$ cat src/rtl/lockable_reg_bank.sv
// Bank of lockable configuration registers. Once a register's lock bit is set,
// the register can only be written during an authenticated, time-limited debug session.
module lockable_reg_bank #(
  parameter int          NUM_REGS       = 8,
  parameter int          WIDTH          = 16,
  parameter logic [15:0] DBG_KEY        = 16'hA5C3,
  parameter int          UNLOCK_CYCLES  = 64,
  parameter int          LOCKOUT_CYCLES = 32,
  parameter int          MAX_FAILS      = 3,
  localparam int         AW             = $clog2(NUM_REGS)
) (
  input  logic                clk,
  input  logic                reset,
  input  logic                wr_en,
  input  logic [AW-1:0]       wr_addr,
  input  logic [WIDTH-1:0]    wr_data,
  input  logic [AW-1:0]       rd_addr,
  output logic [WIDTH-1:0]    rd_data,
  input  logic                lock_en,
  input  logic [AW-1:0]       lock_addr,
  input  logic                lock_all,
  input  logic                scan_mode,
  input  logic                dbg_req,
  input  logic [15:0]         dbg_key,
  input  logic                dbg_exit,
  output logic [NUM_REGS-1:0] lock_status,
  output logic                dbg_unlocked,
  output logic                dbg_dead,
  output logic                wr_err
);

  localparam int TMAX = (UNLOCK_CYCLES > LOCKOUT_CYCLES) ? UNLOCK_CYCLES : LOCKOUT_CYCLES;
  localparam int TW   = $clog2(TMAX + 1);
  localparam int FW   = $clog2(MAX_FAILS + 1);

  typedef enum logic [1:0] {ST_IDLE, ST_UNLOCKED, ST_LOCKOUT, ST_DEAD} dbg_state_t;

  dbg_state_t        state_reg;
  logic [TW-1:0]     timer_reg;
  logic [FW-1:0]     fail_cnt_reg;
  logic              dbg_unlocked_reg;
  logic              dbg_dead_reg;
  logic              wr_err_reg;
  logic              scan_q_reg;

  logic [WIDTH-1:0]  mem_q [NUM_REGS];
  logic              scan_rise;
  logic              wr_addr_ok;
  logic              wr_ok;

  assign scan_rise  = scan_mode & ~scan_q_reg;
  assign wr_addr_ok = ({1'b0, wr_addr} < (AW + 1)'(NUM_REGS));
  // The permission check deliberately uses the pre-edge lock bit and session flag.
  assign wr_ok      = wr_en & wr_addr_ok & (~lock_status[wr_addr] | dbg_unlocked_reg);

  generate
    for (genvar gi = 0; gi < NUM_REGS; gi++) begin : g_reg
      logic [WIDTH-1:0] data_reg;
      logic             lock_bit_reg;

      always_ff @(posedge clk) begin
        if (reset) begin
          data_reg     <= '0;
          lock_bit_reg <= 1'b0;
        end else begin
          if (scan_rise)
            data_reg <= '0;
          else if (wr_ok && (wr_addr == AW'(gi)))
            data_reg <= wr_data;
          if (lock_all || (lock_en && (lock_addr == AW'(gi))))
            lock_bit_reg <= 1'b1;
        end
      end

      assign mem_q[gi]       = data_reg;
      assign lock_status[gi] = lock_bit_reg;
    end
  endgenerate

  always_comb begin
    rd_data = '0;
    if ({1'b0, rd_addr} < (AW + 1)'(NUM_REGS))
      rd_data = mem_q[rd_addr];
  end

  always_ff @(posedge clk) begin
    if (reset) begin
      scan_q_reg <= 1'b0;
      wr_err_reg <= 1'b0;
    end else begin
      scan_q_reg <= scan_mode;
      // A write swallowed by the scan zeroize is not an error.
      wr_err_reg <= wr_en & ~scan_rise & ~wr_ok;
    end
  end

  always_ff @(posedge clk) begin
    if (reset) begin
      state_reg        <= ST_IDLE;
      timer_reg        <= '0;
      fail_cnt_reg     <= '0;
      dbg_unlocked_reg <= 1'b0;
      dbg_dead_reg     <= 1'b0;
    end else begin
      case (state_reg)
        ST_IDLE: begin
          if (dbg_req) begin
            if (dbg_key == DBG_KEY) begin
              state_reg        <= ST_UNLOCKED;
              timer_reg        <= TW'(UNLOCK_CYCLES - 1);
              fail_cnt_reg     <= '0;
              dbg_unlocked_reg <= 1'b1;
            end else begin
              fail_cnt_reg <= fail_cnt_reg + FW'(1);
              if ((fail_cnt_reg + FW'(1)) == FW'(MAX_FAILS)) begin
                state_reg    <= ST_DEAD;
                dbg_dead_reg <= 1'b1;
              end else begin
                state_reg <= ST_LOCKOUT;
                timer_reg <= TW'(LOCKOUT_CYCLES - 1);
              end
            end
          end
        end
        ST_UNLOCKED: begin
          if ((timer_reg == '0) || dbg_exit || scan_rise) begin
            state_reg        <= ST_IDLE;
            timer_reg        <= '0;
            dbg_unlocked_reg <= 1'b0;
          end else begin
            timer_reg <= timer_reg - TW'(1);
          end
        end
        ST_LOCKOUT: begin
          if (timer_reg == '0)
            state_reg <= ST_IDLE;
          else
            timer_reg <= timer_reg - TW'(1);
        end
        default: begin
          state_reg    <= ST_DEAD;
          dbg_dead_reg <= 1'b1;
        end
      endcase
    end
  end

  assign dbg_unlocked = dbg_unlocked_reg;
  assign dbg_dead     = dbg_dead_reg;
  assign wr_err       = wr_err_reg;

endmodule

$ cat config.mk
export PLATFORM = sky130hd
export DESIGN_NAME = lockable_reg_bank
export DESIGN_NICKNAME = d
export VERILOG_FILES = /design/src/rtl/lockable_reg_bank.sv
export SDC_FILE = /design/constraint.sdc
export NUM_CORES = 1
export LEC_CHECK = 0
export ABC_AREA = 1
export CORE_ASPECT_RATIO = 1.4
export CORE_MARGIN = 5
export CORE_UTILIZATION = 39
export CTS_BUF_LIST = sky130_fd_sc_hd__clkbuf_16
export CTS_CLUSTER_SIZE = 25
export DETAILED_ROUTE_END_ITERATION = 10
export GPL_TIMING_DRIVEN = 0
export PLACE_DENSITY = 0.7
export SYNTH_ARGS = -nofsm -noshare
export SYNTH_HDL_FRONTEND = slang
export SYNTH_SLANG_ARGS = --single-unit
$ cat constraint.sdc
create_clock -name clk -period 4.3 [get_ports clk]
set_input_delay 0.86 -clock clk [delete_from_list [all_inputs] [get_ports clk]]
set_output_delay 0.86 -clock clk [all_outputs]
set_load 0.02 [all_outputs]
* After elaboration in Yosys (flattened, before gate mapping)
Index checks and enable logic that the tools add are counted.
Storage, ports and cells: logic and storage cells 129, register bits 151
Operators by class: $lt $le $gt $ge 2, multiplexer cells 26, reduce and logical (&&, ||, !) cells 39, bitwise operators 11, add/subtract/negate cells 2, equality and inequality tests 26
Operator list (number):
- binary-select mux 16 bit (select 3 bit) | 1
- two-way mux 7 bit | 5
- two-way mux 16 bit | 2
- equality test 3 bit, second input constant | 8
- one-hot mux 7 bit (3 select lines) | 1
- equality test 16 bit, second input constant | 1
- logical AND 1 bit | 16
- inequality test 2 bit, second input constant | 7
- equality test 3 x 2 -> 1 bit, second input constant | 4
- AND reduction 4 bit | 3
- logical OR 1 bit | 10
- two-way mux 2 bit | 5
- two-way mux 1 bit | 8
- logical NOT 7 bit | 1
- subtractor 7 x 1 -> 7 bit, second input constant | 1
- equality test 3 x 1 -> 1 bit, second input constant | 2
- logical NOT 3 bit | 2
- one-hot mux 2 bit (3 select lines) | 1
- NOT 1 bit | 5
- bitwise AND 1 bit | 4
- equality test 2 bit, second input constant | 2
- >= comparator 4 bit, second input constant | 1
- less-than comparator 3 x 4 -> 1 bit, second input constant | 1
- NOT 3 -> 4 bit | 1
- 12 further kinds | 14

* Depth between registers and ports, before layout
depth in word-level cells 7, gate-level depth with buffers 13

* Least setup slack after synthesis
OpenSTA, ideal clock, no wires.
path kind input -> output, start point input rd_addr[1], end point output rd_data[10], slack 1450 ps, stages 8, arrival 1990 ps, path through clkbuf_1 inv_1 clkbuf_1 a21oi_1 o21ai_0 nand2_1 nor2_1 a31oi_1
On the way: cells in the longest elaborated chain, start to end 4
RTL lines:
- from (decl) | line 17 | input logic [AW-1:0] rd_addr,
- NOT 3 -> 4 bit (not written as such) | line 83 | rd_data = mem_q[rd_addr];
- binary-select mux 16 bit (select 3 bit) | line 83
- two-way mux 16 bit (not written as such) (2 in series) | line 83
- to (decl) | line 18 | output logic [WIDTH-1:0] rd_data,
No other way between the ends. The select of a mux whose other input is x is not followed.

* Worst setup path after layout
start point input rd_addr[0], end point output rd_data[5]
Same word-level chain as after synthesis.

==> key figures <==
Clock tree
  – Resized cells post-CTS: 2
  – TritonCTS clock tree: yes
  – CTS clock-pin slew for the worst setup and hold paths: 0.06 ns
  – Number of sinks on the clock net: 151
  – Worst-case clock buffer depth: 2
  – Clock latency on the worst-skew pair: 0.43 ns
  – CTS root buf: clkbuf_16
  – # Post-CTS Setup Buffers: 0
  – H-tree levels: 4
  – CTS hold repair buffers: 0
  – TritonCTS buffer count: 17

Run
  – Max-cap viol count: 0

Logic synthesis
  – Mapped cell area: 8881 um2
  – Yosys Warn Count: 0
  – Flops & latches, synth: 151
  – Primary FF master, synth: dfxtp_1
  – Net count after synthesis: 1503
  – Gate count after technology mapping: 1448
  – Mean Syn Cell Area: 6.133 um2
  – Count of unique library cells instantiated by Yosys: 27
  – Number of synthesized flops with an enable pin: 0
  – Register area share after synthesis: 34.04%
  – Fraction of registers with async set or reset after synthesis: 0%

Drt
  – Number of detailed-routing iterations run before antenna repair: 6
  – Vias after detailed routing: 9151
  – Count of antenna-violating nets left after detailed routing: 0
  – Residual DRC count: 0
  – Total Wirelength: 28050 um
  – Vias per cell: 4.938
  – DR WL/cell: 15.14 um
  – Starting DRT DRC Count: 856

STA
  – Final Slew Violations: 0
  – Final Cycle Share: 95.88%
  – Slew @ Worst Pin: 0.8519 ns
  – Worst clock skew: 0.007993 ns
  – Final count of negative-setup-slack endpoints: 0
  – Fin. Hold Viols: 0
  – Worst setup margin: 0.1772 ns
  – Slew margin rel.: 43.00%
  – Final period demand of the worst path: 4.123 ns
  – Unrepaired setup endpoints after global routing: false
  – Top achievable clock speed: 242.6 MHz

Power and ir drop
  – Sw frac: 33.18%
  – Sequential share of power: 37.6%
  – Internal power: 2.704 mW
  – Clock Power Share: 36.1%
  – Part of the power in combinational logic: 26.3%
  – Final Power: 4.047 mW
  – IR drop worst, VDD: 0.2855 mV
  – Areal power density over the cells: 383.5 nW/um2
  – Net switching power: 1.343 mW
  – Leakage power: 4.701 nW

Cells and area
  – Fill count: 2371
  – Share of post-route cells with drive strength above 1: 6.314%
  – Commonest cells after routing, fill and taps aside: nand2_1, inv_1, nor2_1
  – Flip-flop count of the largest register, all copies and words added: 128
  – Area growth, synth to finish: 18.81%
  – Total number of nets in the final design: 1594
  – Finished Core Util: 46.84%
  – Diode insertion count for antenna repair: 0
  – Most frequent standard cell in the layout excluding fill and tap cells: nand2_1

Die
  – Initial Util: 39.42%
  – Overall die area: 25930 um2
  – Standard-cell row count: 65
  – Core area: 22530 um2
  – Overall die height: 188.6 um
  – I/O Pins: 76
  – Width of the die: 137.5 um

Min path
  – Hold WC Path Type: reg2reg

Global route
  – Leftover overflow at the end of global routing: 0
  – Number of global-route vias before repair: 8874
  – Pin count of the biggest net entering global routing: 17
  – Number of antenna violations at the first check in global routing: 0
  – Wire length of the first global-routing pass: 44260 um
  – GRT Total Usage: 21.88%

Worst setup path
  – Required time reported for the critical path endpoint: 3.44 ns
  – Crit Path Class: in2out
  – Endpoint arrival time on the critical path: 3.26 ns
  – Crit start category: primary input
  – Largest fanout on the critical path: 10
  – Nature of the critical path endpoint: primary output

Placed design
  – Number of buffer cells added on primary ports: 72
  – Worst Setup Slack post-DPL: -0.0005669 ns
  – Dpl hpwl: 20960 um
  – Global placer's final weighted congestion: 0.8992

Outcome
  – Result of the run: finished, final reports clean
==> final timing paths <==
check	cells after the start	end	slack, ns	startpoint
max	9	rd_data[5]	0.18	rd_addr[0]
min reg2reg	2	dbg_dead	0.46	dbg_dead
max reg2reg	6	g_reg[4].data_reg[11]	2.35	scan_q_reg
min	2	dbg_dead	0.46	dbg_dead
==> area by class of cell <==
type	instances	area (um2)	share of cell area, %
Buffer	94	576.8	5.467
Clock buffer	17	425.4	4.032
Clock inverter	15	141.4	1.340
Inverter	321	1207	11.44
Multi-Input combinational cell	882	4080	38.67
Sequential cell	151	3023	28.65
Tap cell	301	376.6	3.569
Timing Repair Buffer	72	720.7	6.830
==> per-stage QoR <==
step / area, um2 / hold slack (ns) / cells / TNS [ns]
floorplan: 8881 / 0.4403 / 1448 / 0
global placement: 9978 / 0.4402 / 1821 / -0.07403
detailed placement: 9978 / 0.4504 / 1821 / -0.0009113
CTS: 10550 / 0.4605 / 1853 / 0
global route: 10550 / 0.4893 / 1853 / 0
finish: 10550 / 0.4586 / 1853 / 0
==> power groups by stage <==
| stage | registers (mW) | clock network, mW | logic, mW |
|---|---|---|---|
| final | 1.52 | 1.46 | 1.06 |
| after global routing | 1.53 | 1.52 | 1.18 |
| after CTS | 1.52 | 1.47 | 1.06 |
| after detailed placement | 1.55 | 0 | 1.05 |
| after global placement | 1.55 | 0 | 1.03 |
| after floorplan | 1.55 | 0 | 0.730 |
==> kinds of logic after synthesis <==
| family | after synthesis | synth area share (%) |
|---|---|---|
| xor gates and xnor gates | 3 | 0.2959 |
| buffers and inverters | 415 | 20.02 |
| DFF | 151 | 34.04 |
| and+or+nand+nor | 706 | 35.12 |
| AOI/OAI and AO/OA | 167 | 9.679 |
| adders and majority gates | 6 | 0.8453 |
==> critical path, cell delays in order <==
cell	delay, ns
clkdlybuf4s50_1	0.45
inv_2	0.20
clkbuf_1	0.44
a21oi_1	0.13
o21ai_0	0.17
nand2_1	0.09
nor2_1	0.22
a31oi_1	0.10
clkdlybuf4s50_1	0.60
==> synth_stat cells, drive strengths merged (6+ instances only) <==
master / count / area (um2)
nor2: 199 / 749.5
clkbuf: 39 / 146.4
inv: 320 / 1204
nand4: 130 / 813.3
nand3: 15 / 185.2
nor3: 6 / 30.03
dfxtp: 151 / 3023
o21ai: 70 / 350.3
ha: 6 / 75.07
buf: 55 / 424.2
a21oi: 79 / 395.4
nand2: 354 / 1329
a31oi: 17 / 106.4
==> per-layer routing <==
layer	vias up	GRT usage [%]	share of wire, %	routed length, um
met5	-	0	0	0
met4	0	13.56	5.9	1663
met3	121	3.526	6.2	1727
met2	357	39.12	51	14360
met1	4041	23.50	37	10290
li1	4632	-	-	-
(Power assumes the default switching activity.)
